**config.mk**
```make
export PLATFORM = sky130hd
export DESIGN_NAME = synth_param_ctrl
export DESIGN_NICKNAME = d
export VERILOG_FILES = /design/src/rtl/synth_pkg.sv /design/src/rtl/sat_step8.sv /design/src/rtl/synth_param_ctrl.sv
export SDC_FILE = /design/constraint.sdc
export NUM_CORES = 1
export LEC_CHECK = 0
export ABC_CLOCK_PERIOD_IN_PS = 10850
export BUFFER_PORTS_ARGS = -buffer_cell sky130_fd_sc_hd__buf_2
export CAP_MARGIN = 20
export CORE_MARGIN = 2
export CORE_UTILIZATION = 55
export DETAILED_ROUTE_END_ITERATION = 12
export MAX_ROUTING_LAYER = met4
export PLACE_DENSITY = 0.94
export SKIP_LAST_GASP = 1
export SLEW_MARGIN = 15
export SYNTH_ARGS = -nofsm -noshare
export SYNTH_HDL_FRONTEND = slang
export SYNTH_SLANG_ARGS = --single-unit
```
**constraint.sdc**
```tcl
create_clock -name clk -period 10.85 [get_ports clk]
set_input_delay 1.6275 -clock clk [delete_from_list [all_inputs] [get_ports clk]]
set_output_delay 1.6275 -clock clk [all_outputs]
set_load 0.02 [all_outputs]
```
**src/rtl/synth_pkg.sv**
```systemverilog
// synth_pkg: shared types and constants for the synth parameter controller.
//   state_t  - request-handling FSM states
//   req_t    - latched request code
//   SEL_*    - adsr_sel encodings for the five ADSR/amplitude indices
//   *_DEFAULT- power-on / reset values
package synth_pkg;

  typedef enum logic [1:0] {
    ST_IDLE,
    ST_DELAY,
    ST_REPEAT
  } state_t;

  typedef enum logic [2:0] {
    REQ_NONE,
    REQ_OCT_UP,
    REQ_OCT_DN,
    REQ_ADSR_UP,
    REQ_ADSR_DN
  } req_t;

  localparam logic [2:0] SEL_AMP     = 3'd0;
  localparam logic [2:0] SEL_ATTACK  = 3'd1;
  localparam logic [2:0] SEL_DECAY   = 3'd2;
  localparam logic [2:0] SEL_SUSTAIN = 3'd3;
  localparam logic [2:0] SEL_RELEASE = 3'd4;

  localparam logic [2:0] OCT_DEFAULT = 3'd4;
  localparam logic [7:0] IDX_DEFAULT = 8'd128;
  localparam logic [7:0] DECAY_DEFAULT = 8'd0;

endpackage

```
**src/rtl/sat_step8.sv**
```systemverilog
// sat_step8: saturating +/-1 on an 8-bit value.
//   value   - current value
//   up      - 1: increment, 0: decrement
//   result  - stepped value (held at 0 / 255 when saturated)
//   changed - 1 when result differs from value
module sat_step8 (
  input  logic [7:0] value,
  input  logic       up,
  output logic [7:0] result,
  output logic       changed
);

  always_comb begin
    result  = value;
    changed = 1'b0;
    if (up) begin
      if (value != 8'hFF) begin
        result  = value + 8'd1;
        changed = 1'b1;
      end
    end else begin
      if (value != 8'h00) begin
        result  = value - 8'd1;
        changed = 1'b1;
      end
    end
  end

endmodule

```
**src/rtl/synth_param_ctrl.sv**
```systemverilog
// synth_param_ctrl: button-driven octave / ADSR parameter registers with
// press-and-hold auto-repeat.
//   clk, reset                 - clock, synchronous active-low reset
//   oct_up, oct_dn             - level requests to step the octave
//   adsr_up, adsr_dn, adsr_sel - level requests to step the selected index
//   octave                     - current octave (0-7)
//   amplitude..rel             - 8-bit index in [30:23], zeros below
//   changed                    - one-cycle pulse when any register changes
module synth_param_ctrl
  import synth_pkg::*;
#(
  parameter int unsigned REPEAT_DELAY  = 25000000,
  parameter int unsigned REPEAT_PERIOD = 5000000
) (
  input  logic        clk,
  input  logic        reset,
  input  logic        oct_up,
  input  logic        oct_dn,
  input  logic        adsr_up,
  input  logic        adsr_dn,
  input  logic [2:0]  adsr_sel,
  output logic [2:0]  octave,
  output logic [30:0] amplitude,
  output logic [30:0] attack,
  output logic [30:0] decay,
  output logic [30:0] sustain,
  output logic [30:0] rel,
  output logic        changed
);

  localparam int unsigned MAXC = (REPEAT_DELAY > REPEAT_PERIOD) ? REPEAT_DELAY : REPEAT_PERIOD;
  localparam int unsigned CW   = (MAXC > 1) ? $clog2(MAXC + 1) : 1;
  localparam logic [CW-1:0] DLY_LAST = CW'(REPEAT_DELAY - 1);
  localparam logic [CW-1:0] PER_LAST = CW'(REPEAT_PERIOD - 1);

  state_t        state_q, state_d;
  req_t          req_q, req_d, step_req, new_req;
  logic [2:0]    sel_q, sel_d, step_sel;
  logic [CW-1:0] cnt_q, cnt_d;
  logic          step, held;

  logic [2:0] oct_q;
  logic [7:0] amp_q, atk_q, dec_q, sus_q, rel_q;
  logic       changed_q;

  logic [7:0] cur_idx, nxt_idx;
  logic       idx_chg, sel_valid;

  // Opposing requests of a pair cancel each other before priority is applied.
  always_comb begin
    new_req = REQ_NONE;
    if (oct_up && !oct_dn)        new_req = REQ_OCT_UP;
    else if (oct_dn && !oct_up)   new_req = REQ_OCT_DN;
    else if (adsr_up && !adsr_dn) new_req = REQ_ADSR_UP;
    else if (adsr_dn && !adsr_up) new_req = REQ_ADSR_DN;
  end

  always_comb begin
    case (req_q)
      REQ_OCT_UP:  held = oct_up;
      REQ_OCT_DN:  held = oct_dn;
      REQ_ADSR_UP: held = adsr_up;
      REQ_ADSR_DN: held = adsr_dn;
      default:     held = 1'b0;
    endcase
  end

  always_comb begin
    state_d  = state_q;
    req_d    = req_q;
    sel_d    = sel_q;
    cnt_d    = cnt_q;
    step     = 1'b0;
    step_req = req_q;
    step_sel = sel_q;
    case (state_q)
      ST_IDLE: begin
        if (new_req != REQ_NONE) begin
          req_d    = new_req;
          sel_d    = adsr_sel;
          step     = 1'b1;
          step_req = new_req;
          step_sel = adsr_sel;
          cnt_d    = '0;
          state_d  = ST_DELAY;
        end
      end
      ST_DELAY: begin
        if (!held) begin
          cnt_d   = '0;
          state_d = ST_IDLE;
        end else if (cnt_q == DLY_LAST) begin
          step    = 1'b1;
          cnt_d   = '0;
          state_d = ST_REPEAT;
        end else begin
          cnt_d = cnt_q + 1'b1;
        end
      end
      ST_REPEAT: begin
        if (!held) begin
          cnt_d   = '0;
          state_d = ST_IDLE;
        end else if (cnt_q == PER_LAST) begin
          step  = 1'b1;
          cnt_d = '0;
        end else begin
          cnt_d = cnt_q + 1'b1;
        end
      end
      default: state_d = ST_IDLE;
    endcase
  end

  // One shared stepper serves whichever index the step targets.
  always_comb begin
    sel_valid = 1'b1;
    case (step_sel)
      SEL_AMP:     cur_idx = amp_q;
      SEL_ATTACK:  cur_idx = atk_q;
      SEL_DECAY:   cur_idx = dec_q;
      SEL_SUSTAIN: cur_idx = sus_q;
      SEL_RELEASE: cur_idx = rel_q;
      default: begin
        cur_idx   = '0;
        sel_valid = 1'b0;
      end
    endcase
  end

  sat_step8 u_step (
    .value   (cur_idx),
    .up      (step_req == REQ_ADSR_UP),
    .result  (nxt_idx),
    .changed (idx_chg)
  );

  always_ff @(posedge clk) begin
    if (!reset) begin
      state_q   <= ST_IDLE;
      req_q     <= REQ_NONE;
      sel_q     <= '0;
      cnt_q     <= '0;
      oct_q     <= OCT_DEFAULT;
      amp_q     <= IDX_DEFAULT;
      atk_q     <= IDX_DEFAULT;
      dec_q     <= DECAY_DEFAULT;
      sus_q     <= IDX_DEFAULT;
      rel_q     <= IDX_DEFAULT;
      changed_q <= 1'b0;
    end else begin
      state_q   <= state_d;
      req_q     <= req_d;
      sel_q     <= sel_d;
      cnt_q     <= cnt_d;
      changed_q <= 1'b0;
      if (step) begin
        case (step_req)
          REQ_OCT_UP: if (oct_q != 3'd7) begin
            oct_q     <= oct_q + 3'd1;
            changed_q <= 1'b1;
          end
          REQ_OCT_DN: if (oct_q != 3'd0) begin
            oct_q     <= oct_q - 3'd1;
            changed_q <= 1'b1;
          end
          REQ_ADSR_UP, REQ_ADSR_DN: if (sel_valid && idx_chg) begin
            changed_q <= 1'b1;
            case (step_sel)
              SEL_AMP:     amp_q <= nxt_idx;
              SEL_ATTACK:  atk_q <= nxt_idx;
              SEL_DECAY:   dec_q <= nxt_idx;
              SEL_SUSTAIN: sus_q <= nxt_idx;
              default:     rel_q <= nxt_idx;
            endcase
          end
          default: ;
        endcase
      end
    end
  end

  assign octave    = oct_q;
  assign amplitude = {amp_q, 23'd0};
  assign attack    = {atk_q, 23'd0};
  assign decay     = {dec_q, 23'd0};
  assign sustain   = {sus_q, 23'd0};
  assign rel       = {rel_q, 23'd0};
  assign changed   = changed_q;

endmodule

```
Yosys cells after proc, flatten, opt, wreduce, memory -nomap -nowiden
Cells that the tools add are included.
- bits of input ports: 9
- register bits after elaboration: 77
- word-level logic and storage cells: 109
- reductions and logical operators: 28
- add/subtract/negate cells: 5
- equality and inequality tests: 23
- multiplexer cells: 41
- bitwise gates (word level): 1
- operators by type and width (kind ; count):
    2-to-1 mux 25 bit ; 5
    one-hot mux 25 bit (3 select lines) ; 1
    one-hot mux 8 bit (5 select lines) ; 1
    2-to-1 mux 3 bit ; 10
    adder 25 x 1 -> 25 bit, second input constant ; 1
    equality test 25 x 23 -> 1 bit, second input constant ; 1
    equality test 25 bit, second input constant ; 1
    2-to-1 mux 8 bit ; 3
    AND reduction 4 bit ; 6
    equality test 3 x 2 -> 1 bit, second input constant ; 6
    2-to-1 mux 1 bit ; 12
    equality test 3 x 1 -> 1 bit, second input constant ; 3
    equality test 3 bit, second input constant ; 3
    nonzero test 3 bit ; 3
    adder 8 x 1 -> 8 bit, second input constant ; 1
    2-to-1 mux 2 bit ; 4
    != test 2 bit, second input constant ; 4
    != test 8 bit, second input constant ; 1
    nonzero test 8 bit ; 1
    subtractor 8 x 1 -> 8 bit, second input constant ; 1
    != test 3 bit, second input constant ; 2
    one-hot mux 1 bit (3 select lines) ; 2
    one-hot mux 2 bit (3 select lines) ; 1
    one-hot mux 3 bit (2 select lines) ; 1
    16 further kinds ; 24

Longest topological paths before layout
Gate-level depths: netlist (run 1).
- word-level depth: 17
- mapped depth: 16
- gate-level depth less buffers: 14

Cells and area by module
From an unflattened synthesis (run 1), not the netlist that was laid out.
- cells, all modules: 610
- area total of the unflattened synthesis: 5237.5 µm²
- by module, submodules not included (module ; area an instance (µm²) ; cells an instance ; times used ; sequential area each (µm²)):
    synth_param_ctrl ; 4737.0 ; 544 ; 1 ; 1541.5
    sat_step8 ; 500.5 ; 66 ; 1 ; 0.0

Worst setup path after synthesis (run 1)
No wires, ideal clock.
- path type: input -> register
- start: input port adsr_dn
- end: register sus_q[5]
- setup time: 129 ps
- required time: 10721 ps
- slack: 6222 ps
- buffers on the path: 4
- arrival time: 4499 ps
- stages: 15
- cells stage by stage: buf_2 > xor2_2 > o21ai_4 > buf_2 > mux2i_1 > a222oi_1 > o21ai_1 > ha_1 > nand2_1 > or3_4 > and4_1 > buf_2 > buf_6 > o21ai_1 > a21oi_1
- longest elaborated chain between the ends: 15
- elaborated cells between the ends (all ways): 40
- RTL lines (element ; RTL line ; RTL):
    start: declaration ; synth_param_ctrl.sv:20 ; input logic adsr_dn,
    branches (longest 15 deep; another with subtractor 8 x 1 -> 8 bit) ; -- ;
    end signal: assignment ; synth_param_ctrl.sv:173 ; SEL_SUSTAIN: sus_q <= nxt_idx;
    end: declaration ; synth_param_ctrl.sv:43 ; logic [7:0] amp_q, atk_q, dec_q, sus_q, rel_q;
Parallel ways; which one is timed is not known.
A chain may end at the register's enable or synchronous reset.

Worst setup path in the final report (run 1)
- start: input port oct_dn
- end: register amp_q[3]
- longest elaborated chain between the ends: 13
- elaborated cells between the ends (all ways): 38
- RTL lines (element ; RTL line ; RTL):
    start: declaration ; synth_param_ctrl.sv:18 ; input logic oct_dn,
    branches (longest 13 deep; another with subtractor 8 x 1 -> 8 bit) ; -- ;
    end signal: assignment ; synth_param_ctrl.sv:170 ; SEL_AMP: amp_q <= nxt_idx;
    end: declaration ; synth_param_ctrl.sv:43 ;
Parallel ways; which one is timed is not known.

==> flow_metrics.py, run 1 <==
metrics = {
    "status": {
        "outcome": "completed",
    },
    "logic_synthesis": {
        "synth_area_um2": 5340,
        "synthCells": 649,
        "synth_xor_area_share_pct": 5.51,
        "ys_ff_latch": 77,
        "synth_top_family_by_area": "buffers and inverters",
        "avgSynthCellArea_um2": 8.22,
        "synth_simple_gate_area_share_pct": 18.5,
        "synth_compound_area_share_pct": 19.6,
        "yosysSeqAreaShare_pct": 28.9,
        "synthMuxAreaShare_pct": 4.46,
        "synthAdderAreaFrac_pct": 2.49,
        "synth-async-reset-ratio_pct": 0,
        "ys_warn_count": 0,
        "synth_ff_type": "dfxtp_1",
        "yosysUniqueCellTypes": 77,
        "synth-edff-count": 0,
    },
    "clock_network": {
        "tritoncts": "yes",
        "post-cts-setup-buffer-count": 0,
        "path_clk_slew_ns": 0.09,
        "worstSkewPairLatency_ns": 0.36,
        "cts.repair.resized": 0,
        "cts-root-buf": "clkbuf_8",
        "clock_sinks": 77,
        "hold_buffers": 0,
        "cts_max_level": 3,
        "clock_path_buffers": 2,
        "numCtsBuffers": 9,
    },
    "timing": {
        "setup_ws_ns": 5.61,
        "holdWs_ns": 0.484,
        "fin_tns_setup_ns": 0,
        "worstMarginPinSlew_ns": 0.939,
        "fin_crit_sh_pct": 48.3,
        "fmax_mhz": 191,
        "fin_skew_ns": 0.0161,
        "fin_crit_ns": 5.24,
        "rsz0062_at_grt": "false",
        "slew_viol_final": 0,
        "max-slew-margin-rel_pct": 37.4,
        "finalSetupViolations": 0,
        "hold_viol_final": 0,
    },
    "cells_and_area": {
        "final_area_um2": 5440,
        "area.sequential_um2": 1540,
        "drive_gt1_share_pct": 13.3,
        "multi_input_area_um2": 3130,
        "diodes": 0,
        "fill_cells": 830,
        "area_growth_pct": 1.90,
        "layout.nets": 708,
        "fin_util_pct": 58.3,
    },
    "drt": {
        "postRouteAntennaNets": 0,
        "firstDrtPassIters": 7,
        "wl_met2_mm": 5.29,
        "wl_met3_mm": 1.14,
        "drc": 0,
        "m1WireLength_mm": 5.08,
        "wl_per_cell_um": 14.4,
        "routed_wl_mm": 11.8,
        "drt_iter0_drc": 297,
        "vias_per_cell": 5.47,
        "maxUsedRoutingLayer": "met4",
        "vias": 4500,
    },
    "die": {
        "die-area_um2": 10500,
        "io_pins": 168,
        "start_util_pct": 57.2,
        "rows": 35,
        "die_w_um": 102,
        "die_h_um": 102,
        "core-area_um2": 9330,
    },
    "global_route": {
        "grt_remaining_overflow": 0,
        "grt_pass1_wl_mm": 18.6,
        "antenna_found_initial": 0,
        "grt_usage_pct": 23.0,
        "grt_max_degree": 60,
        "grt_pass1_vias": 3865,
    },
    "job": {
        "maxCapViolCount": 0,
    },
    "min_path": {
        "hp-class": "flop to flop",
    },
    "critical_path": {
        "reg2reg_to": "amp_q[3]",
        "cp.depth": 14,
        "arrival_ns": 5.51,
        "cpPeakStageDelay_ns": 0.59,
        "cp-startpoint": "oct_dn",
        "endpoint": "amp_q[3]",
        "end_kind": "flop",
        "r2r-start": "state_q[0]",
        "r2r_slack_ns": 6.62,
        "crit_fanout": 17,
        "critPathSlowestCell": "nor3b_1",
        "crit_chain": "buf_2 > xor2_2 > o21ai_4 > mux2i_4 > mux2i_1 > o21ai_1 > inv_1 > ha_1 > and3_1 > nand3_1 > nor3b_1 > buf_4 > o21ai_1 > a21oi_1",
        "cp-start-kind": "primary input",
        "path_buf_inv": 3,
        "crit_required_ns": 11.12,
        "cpMostUsedCell": "o21ai_1",
        "rr_worst_depth": 14,
        "critical_path.top_delay_family": "compound AO/OA/AOI/OAI gates",
        "worstSetupPathType": "primary input to flop",
    },
    "place": {
        "gp_congestion": 0.990,
        "post-place-ws_ns": 5.38,
        "port_buffers": 52,
        "hpwlAfterDp_mm": 8.65,
        "place_area_um2": 5200,
    },
    "power_and_ir_drop": {
        "power.density_nw_per_um2": 154,
        "leakage_nw": 2.30,
        "vdd_drop_max_mv": 0.0842,
    },
}
-- worst min path at each step --
stage / start / to / cells past startpoint
finish: dec_q[1] / dec_q[1] / 2
global route: rel_q[0] / rel_q[0] / 2
CTS: dec_q[1] / dec_q[1] / 2
detailed placement: dec_q[1] / dec_q[1] / 2
global placement: cnt_q[23] / cnt_q[23] / 2
floorplan: cnt_q[23] / cnt_q[23] / 2
-- layout make-up --
class / instances / share of cell area, %
Timing Repair Buffer: 54 / 5.06
Clock inverter: 6 / 2.07
Multi-Input combinational cell: 523 / 57.6
Clock buffer: 9 / 2.28
Sequential cell: 77 / 28.4
Inverter: 24 / 1.66
Tap cell: 129 / 2.97
-- report_power, final --
part	internal (mW)	switching, mW
logic	0.0800	0.189
registers	0.294	0.0137
clock network	0.152	0.109
-- cells in the mapped netlist, types with 5 or more instances --
cell	number	area [µm²]
buf_4	115	863
dfxtp_1	77	1540
nand2_1	47	176
a21oi_1	43	215
nor2_1	37	139
o21ai_1	27	135
inv_1	21	78.8
mux2i_1	17	170
o21ai_0	17	85.1
nor3_1	16	80.1
nand3_1	14	70.1
xnor2_1	14	123
xor2_1	14	123
clkbuf_1	12	45.0
nand4_1	10	62.6
o22ai_1	10	62.6
and2_1	9	56.3
ha_1	9	113
nor2b_1	9	56.3
nand2b_1	8	50.1
o211ai_1	8	60.1
o21a_1	7	52.6
and4_1	6	52.6
buf_6	6	67.6
or3_1	6	37.5
and3_1	5	31.3
buf_2	5	25.0
nand3b_1	5	37.5
-- through the flow --
stage	total power, mW	cells
after floorplan	0.550	763
after global placement	0.571	807
after detailed placement	0.573	807
after CTS	0.831	822
after global routing	0.876	822
final	0.837	822
-- registers in the layout (all words and copies together) (netlist names) --
register,flops
rel_q,8
state_q,2
dec_q,8
changed,1
sel_q,3
amp_q,8
cnt_q,25
req_q,3
sus_q,8
octave,3
atk_q,8
-- per-layer routing --
layer	track usage [%]	vias to the layer above
li1	-	2139
met1	30.6	2064
met2	34.7	264
met3	4.81	33
met4	7.79	0
met5	-	-
-- worst min-delay path, cell delays in order (launching register included) --
cell     delay (ns)
dfxtp_1        0.34
nand2_1        0.06
o21ai_1        0.05
-- cells in the final DEF (no fill, tap or decap), drive strengths merged, types with 7 or more instances in the layout --
master,synthesis,final
clkbuf,12,9
buf,127,54
nand2,47,47
nand3,14,14
xnor2,15,15
nor3,16,16
xor2,16,16
nor2b,9,9
and2,9,9
dfxtp,77,77
conb,1,115
or3,7,7
ha,9,9
a21oi,45,45
mux2i,18,18
nand4,11,11
nor2,37,37
nand2b,8,8
o21ai,46,46
o21a,7,7
o211ai,9,9
inv,21,21
o22ai,12,12
-- kinds of logic after synthesis --
group / Yosys count
simple gates: 187
buf+inv: 163
other cells: 1
flops: 77
compound gates: 158
mux: 22
fa+ha+maj: 10
xor+xnor: 31
Note: power is estimated with default switching activity, not from simulation.
==> inputs of run 2 (changes only) <==
--- a/config.mk
+++ b/config.mk
@@ -5,14 +5,14 @@
 export SDC_FILE = /design/constraint.sdc
 export NUM_CORES = 1
 export LEC_CHECK = 0
-export ABC_CLOCK_PERIOD_IN_PS = 10850
+export ABC_CLOCK_PERIOD_IN_PS = 4500
 export BUFFER_PORTS_ARGS = -buffer_cell sky130_fd_sc_hd__buf_2
 export CAP_MARGIN = 20
 export CORE_MARGIN = 2
-export CORE_UTILIZATION = 55
+export CORE_UTILIZATION = 47
 export DETAILED_ROUTE_END_ITERATION = 12
 export MAX_ROUTING_LAYER = met4
-export PLACE_DENSITY = 0.94
+export PLACE_DENSITY = 0.86
 export SKIP_LAST_GASP = 1
 export SLEW_MARGIN = 15
 export SYNTH_ARGS = -nofsm -noshare
==> constraint.sdc (replaced) <==
create_clock -name clk -period 4.5 [get_ports clk]
set_input_delay 0.675 -clock clk [delete_from_list [all_inputs] [get_ports clk]]
set_output_delay 0.675 -clock clk [all_outputs]
set_load 0.02 [all_outputs]
==> flow_metrics.py, run 2 (same netlist as run 1, synthesis figures left out) <==
metrics = {
    "timing": {
        "rsz0062_at_grt": "false",
        "fin_crit_ns": 4.02,
        "fin_skew_ns": 0.0126,
        "worstMarginPinSlew_ns": 0.995,
        "finalSetupViolations": 0,
        "setup_ws_ns": 0.480,
        "hold_viol_final": 0,
        "max-slew-margin-rel_pct": 33.7,
        "slew_viol_final": 0,
        "fin_crit_sh_pct": 89.3,
        "fin_tns_setup_ns": 0,
        "fmax_mhz": 249,
    },
    "die": {
        "die_w_um": 111,
        "io_pins": 168,
        "die-area_um2": 12200,
        "start_util_pct": 48.8,
        "core-area_um2": 10900,
        "die_h_um": 111,
        "rows": 38,
    },
    "drt": {
        "postRouteAntennaNets": 0,
        "vias": 4449,
        "drt_iter0_drc": 456,
        "firstDrtPassIters": 5,
        "wl_per_cell_um": 14.0,
        "drc": 0,
        "routed_wl_mm": 11.8,
        "vias_per_cell": 5.25,
    },
    "critical_path": {
        "cp-start-kind": "primary input",
        "arrival_ns": 4.28,
        "end_kind": "flop",
        "crit_fanout": 17,
        "crit_required_ns": 4.76,
        "worstSetupPathType": "primary input to flop",
    },
    "clock_network": {
        "hold_buffers": 0,
        "post-cts-setup-buffer-count": 0,
        "cts.repair.resized": 0,
        "clock_path_buffers": 2,
        "tritoncts": "yes",
        "worstSkewPairLatency_ns": 0.34,
        "numCtsBuffers": 9,
        "cts-root-buf": "clkbuf_16",
        "path_clk_slew_ns": 0.07,
        "clock_sinks": 77,
        "cts_max_level": 3,
    },
    "place": {
        "gp_congestion": 0.952,
        "port_buffers": 52,
        "post-place-ws_ns": 0.187,
        "hpwlAfterDp_mm": 8.82,
    },
    "cells_and_area": {
        "area_growth_pct": 5.51,
        "diodes": 0,
        "final_cell_mix": "115 x conb_1, 77 x dfxtp_1, 52 x buf_2, 47 x nand2_1, 43 x a21oi_1",
        "mostFrequentLayoutCell": "conb_1",
        "top_register": "cnt_q",
        "largest_reg_flops": 25,
        "layout.nets": 722,
        "drive_gt1_share_pct": 15.1,
    },
    "power_and_ir_drop": {
        "power.density_nw_per_um2": 391,
        "leakage_nw": 2.40,
        "vdd_drop_max_mv": 0.220,
    },
    "global_route": {
        "grt_pass1_vias": 3804,
        "grt_usage_pct": 19.2,
        "grt_pass1_wl_mm": 19.0,
        "grt_max_degree": 60,
        "grt_remaining_overflow": 0,
        "antenna_found_initial": 0,
    },
    "job": {
        "maxCapViolCount": 0,
    },
    "min_path": {
        "hp-class": "flop to flop",
    },
    "status": {
        "outcome": "completed",
    },
}
[run 2: power breakdown]
part | internal, mW | total (mW) | leakage (nW) | switching [mW]
clock | 0.444 | 0.762 | 0.154 | 0.318
combinational | 0.226 | 0.694 | 1.63 | 0.468
sequential | 0.709 | 0.743 | 0.623 | 0.0339
[run 2: metrics by stage]
stage	util, %	area, µm²	hold WS [ns]	power, mW	std cells
finish	51.5	5630	0.487	2.20	848
detailed placement	48.6	5320	0.477	1.43	832
global placement	48.6	5320	0.469	1.42	832
CTS	51.5	5630	0.487	2.19	848
floorplan	-	5760	0.458	1.33	763
global route	51.5	5630	0.504	2.30	848
[run 2: final timing paths]
| kind | start | endpoint | slack [ns] | cells past startpoint |
|---|---|---|---|---|
| min | amp_q[1] | amp_q[1] | 0.49 | 2 |
| min reg2reg | amp_q[1] | amp_q[1] | 0.49 | 2 |
| max reg2reg | state_q[0] | rel_q[0] | 0.52 | 13 |
| max | oct_dn | rel_q[0] | 0.48 | 13 |
[run 2: area by class of cell]
type | instances | area, µm²
clock buffers | 9 | 225
multi-input cells | 523 | 3130
flip-flops and latches | 77 | 1540
repair buffers | 68 | 380
clock inverters | 7 | 85.1
fillers | 1045 | 5310
inverters | 24 | 90.1
well taps | 140 | 175
[run 2: critical path, stage by stage]
cell and delay (ns):
buf_2 0.14, xor2_2 0.23, o21ai_4 0.53, mux2i_4 0.48, mux2i_1 0.13, o22ai_1 0.39, inv_1 0.15, ha_1 0.24
and3_1 0.17, nand3_1 0.20, and4_1 0.58, nand2_1 0.16, o22ai_1 0.19
[run 2: routing by layer]
metal	wire length (µm)	track usage, %
met5	0	-
met4	250	6.25
met3	1030	4.34
met2	5040	26.8
met1	5530	27.5
==> inputs of run 3 (changes only) <==
--- a/config.mk
+++ b/config.mk
@@ -13,6 +13,7 @@
 export DETAILED_ROUTE_END_ITERATION = 12
 export MAX_ROUTING_LAYER = met4
 export PLACE_DENSITY = 0.86
+export RECOVER_POWER = 25
 export SKIP_LAST_GASP = 1
 export SLEW_MARGIN = 15
 export SYNTH_ARGS = -nofsm -noshare
==> flow_metrics.py, run 3 (same netlist as run 1, synthesis figures left out) <==
metrics = {
    "status": {
        "outcome": "completed",
    },
    "timing": {
        "fin_crit_sh_pct": 89.3,
        "worstMarginPinSlew_ns": 0.951,
        "hold_viol_final": 0,
        "fin_tns_setup_ns": 0,
        "fin_skew_ns": 0.0123,
        "rsz0062_at_grt": "false",
        "holdWs_ns": 0.490,
        "finalSetupViolations": 0,
        "fmax_mhz": 249,
        "max-slew-margin-rel_pct": 36.6,
        "fin_crit_ns": 4.02,
        "slew_viol_final": 0,
    },
    "place": {
        "gp_congestion": 0.952,
        "place_inst": 832,
        "place_area_um2": 5320,
        "port_buffers": 52,
        "hpwlAfterDp_mm": 8.82,
    },
    "clock_network": {
        "cts-root-buf": "clkbuf_16",
        "tritoncts": "yes",
        "hold_buffers": 0,
        "numCtsBuffers": 9,
        "clock_path_buffers": 2,
        "clock_sinks": 77,
        "path_clk_slew_ns": 0.07,
        "post-cts-setup-buffer-count": 0,
        "cts.repair.resized": 0,
        "cts_max_level": 3,
        "worstSkewPairLatency_ns": 0.34,
    },
    "die": {
        "io_pins": 168,
        "rows": 38,
        "core-area_um2": 10900,
        "die_w_um": 111,
        "start_util_pct": 48.8,
        "die-area_um2": 12200,
        "die_h_um": 111,
    },
    "global_route": {
        "grt_pass1_wl_mm": 19.0,
        "grt_remaining_overflow": 0,
        "antenna_found_initial": 0,
        "grt_max_degree": 60,
        "grt_usage_pct": 19.2,
        "grt_pass1_vias": 3804,
    },
    "critical_path": {
        "endpoint": "amp_q[3]",
        "arrival_ns": 4.21,
        "r2r-start": "state_q[0]",
        "crit_fanout": 17,
        "r2r_slack_ns": 0.54,
        "cp-start-kind": "primary input",
        "rr_worst_depth": 13,
        "end_kind": "flop",
        "worstSetupPathType": "primary input to flop",
        "reg2reg_to": "sus_q[7]",
        "cp-startpoint": "oct_dn",
        "crit_required_ns": 4.69,
    },
    "drt": {
        "wl_per_cell_um": 13.8,
        "drt_iter0_drc": 438,
        "vias_per_cell": 5.28,
        "vias": 4477,
        "drc": 0,
        "firstDrtPassIters": 5,
        "postRouteAntennaNets": 0,
        "routed_wl_mm": 11.7,
    },
    "job": {
        "maxCapViolCount": 0,
    },
    "power_and_ir_drop": {
        "p_total_mw": 2.19,
        "power.density_nw_per_um2": 392,
        "vdd_drop_max_mv": 0.219,
        "leakage_nw": 2.27,
    },
    "cells_and_area": {
        "final_area_um2": 5590,
        "drive_gt1_share_pct": 10.9,
        "area_growth_pct": 4.81,
        "final_cell_mix": "115 x conb_1, 77 x dfxtp_1, 47 x nand2_1, 43 x a21oi_1, 37 x nor2_1",
        "diodes": 0,
        "top_register": "cnt_q",
        "layoutNonFillerInstCount": 848,
        "layout.nets": 722,
        "mostFrequentLayoutCell": "conb_1",
        "largest_reg_flops": 25,
    },
    "min_path": {
        "hp-class": "flop to flop",
    },
}
run 3: changes by cell type in the layout (fill, tap and decap cells not counted):
cell,change
buf_2,-30
clkbuf_1,+30
run 3: cell type report:
cell class / count / area [µm²]
inverters: 24 / 90.1
clock buffers: 9 / 225
clock inverters: 7 / 85.1
multi-input cells: 523 / 3130
repair buffers: 68 / 343
fillers: 1072 / 5340
well taps: 140 / 175
flip-flops and latches: 77 / 1540
run 3: metrics by stage:
step | util, % | worst slack (ns)
6_report | 51.1 | 0.483
4_1_cts | 51.5 | 0.539
3_5_place_dp | 48.6 | 0.187
2_1_floorplan | - | 0.824
5_1_grt | 51.1 | 0.0291
3_3_place_gp | 48.6 | 0.332
run 3: worst min-delay path by stage:
stage,startpoint,endpoint,depth (start not counted)
finish,cnt_q[23],cnt_q[23],2
global route,amp_q[1],amp_q[1],2
CTS,dec_q[1],dec_q[1],2
detailed placement,dec_q[1],dec_q[1],2
global placement,cnt_q[23],cnt_q[23],2
floorplan,cnt_q[23],cnt_q[23],2
run 3: worst max-delay path, cell delays in order:
cell	delay, ns
buf_2	0.14
xor2_2	0.23
o21ai_4	0.53
mux2i_4	0.48
buf_4	0.22
mux2i_1	0.11
o221ai_1	0.54
nand4_1	0.33
o21bai_1	0.25
a22oi_1	0.55
a21oi_1	0.13
run 3: report_power, final:
group	leakage, nW	total, mW	internal (mW)	switching (mW)
registers	0.623	0.743	0.709	0.0339
clock network	0.154	0.760	0.444	0.317
logic	1.50	0.690	0.223	0.467
run 3: routing by layer:
metal | up-vias | track usage, % | wire, µm
li1 | 2170 | - | -
met1 | 2045 | 27.5 | 5350
met2 | 240 | 26.8 | 5030
met3 | 22 | 4.34 | 1110
met4 | 0 | 6.25 | 227
met5 | - | - | 0
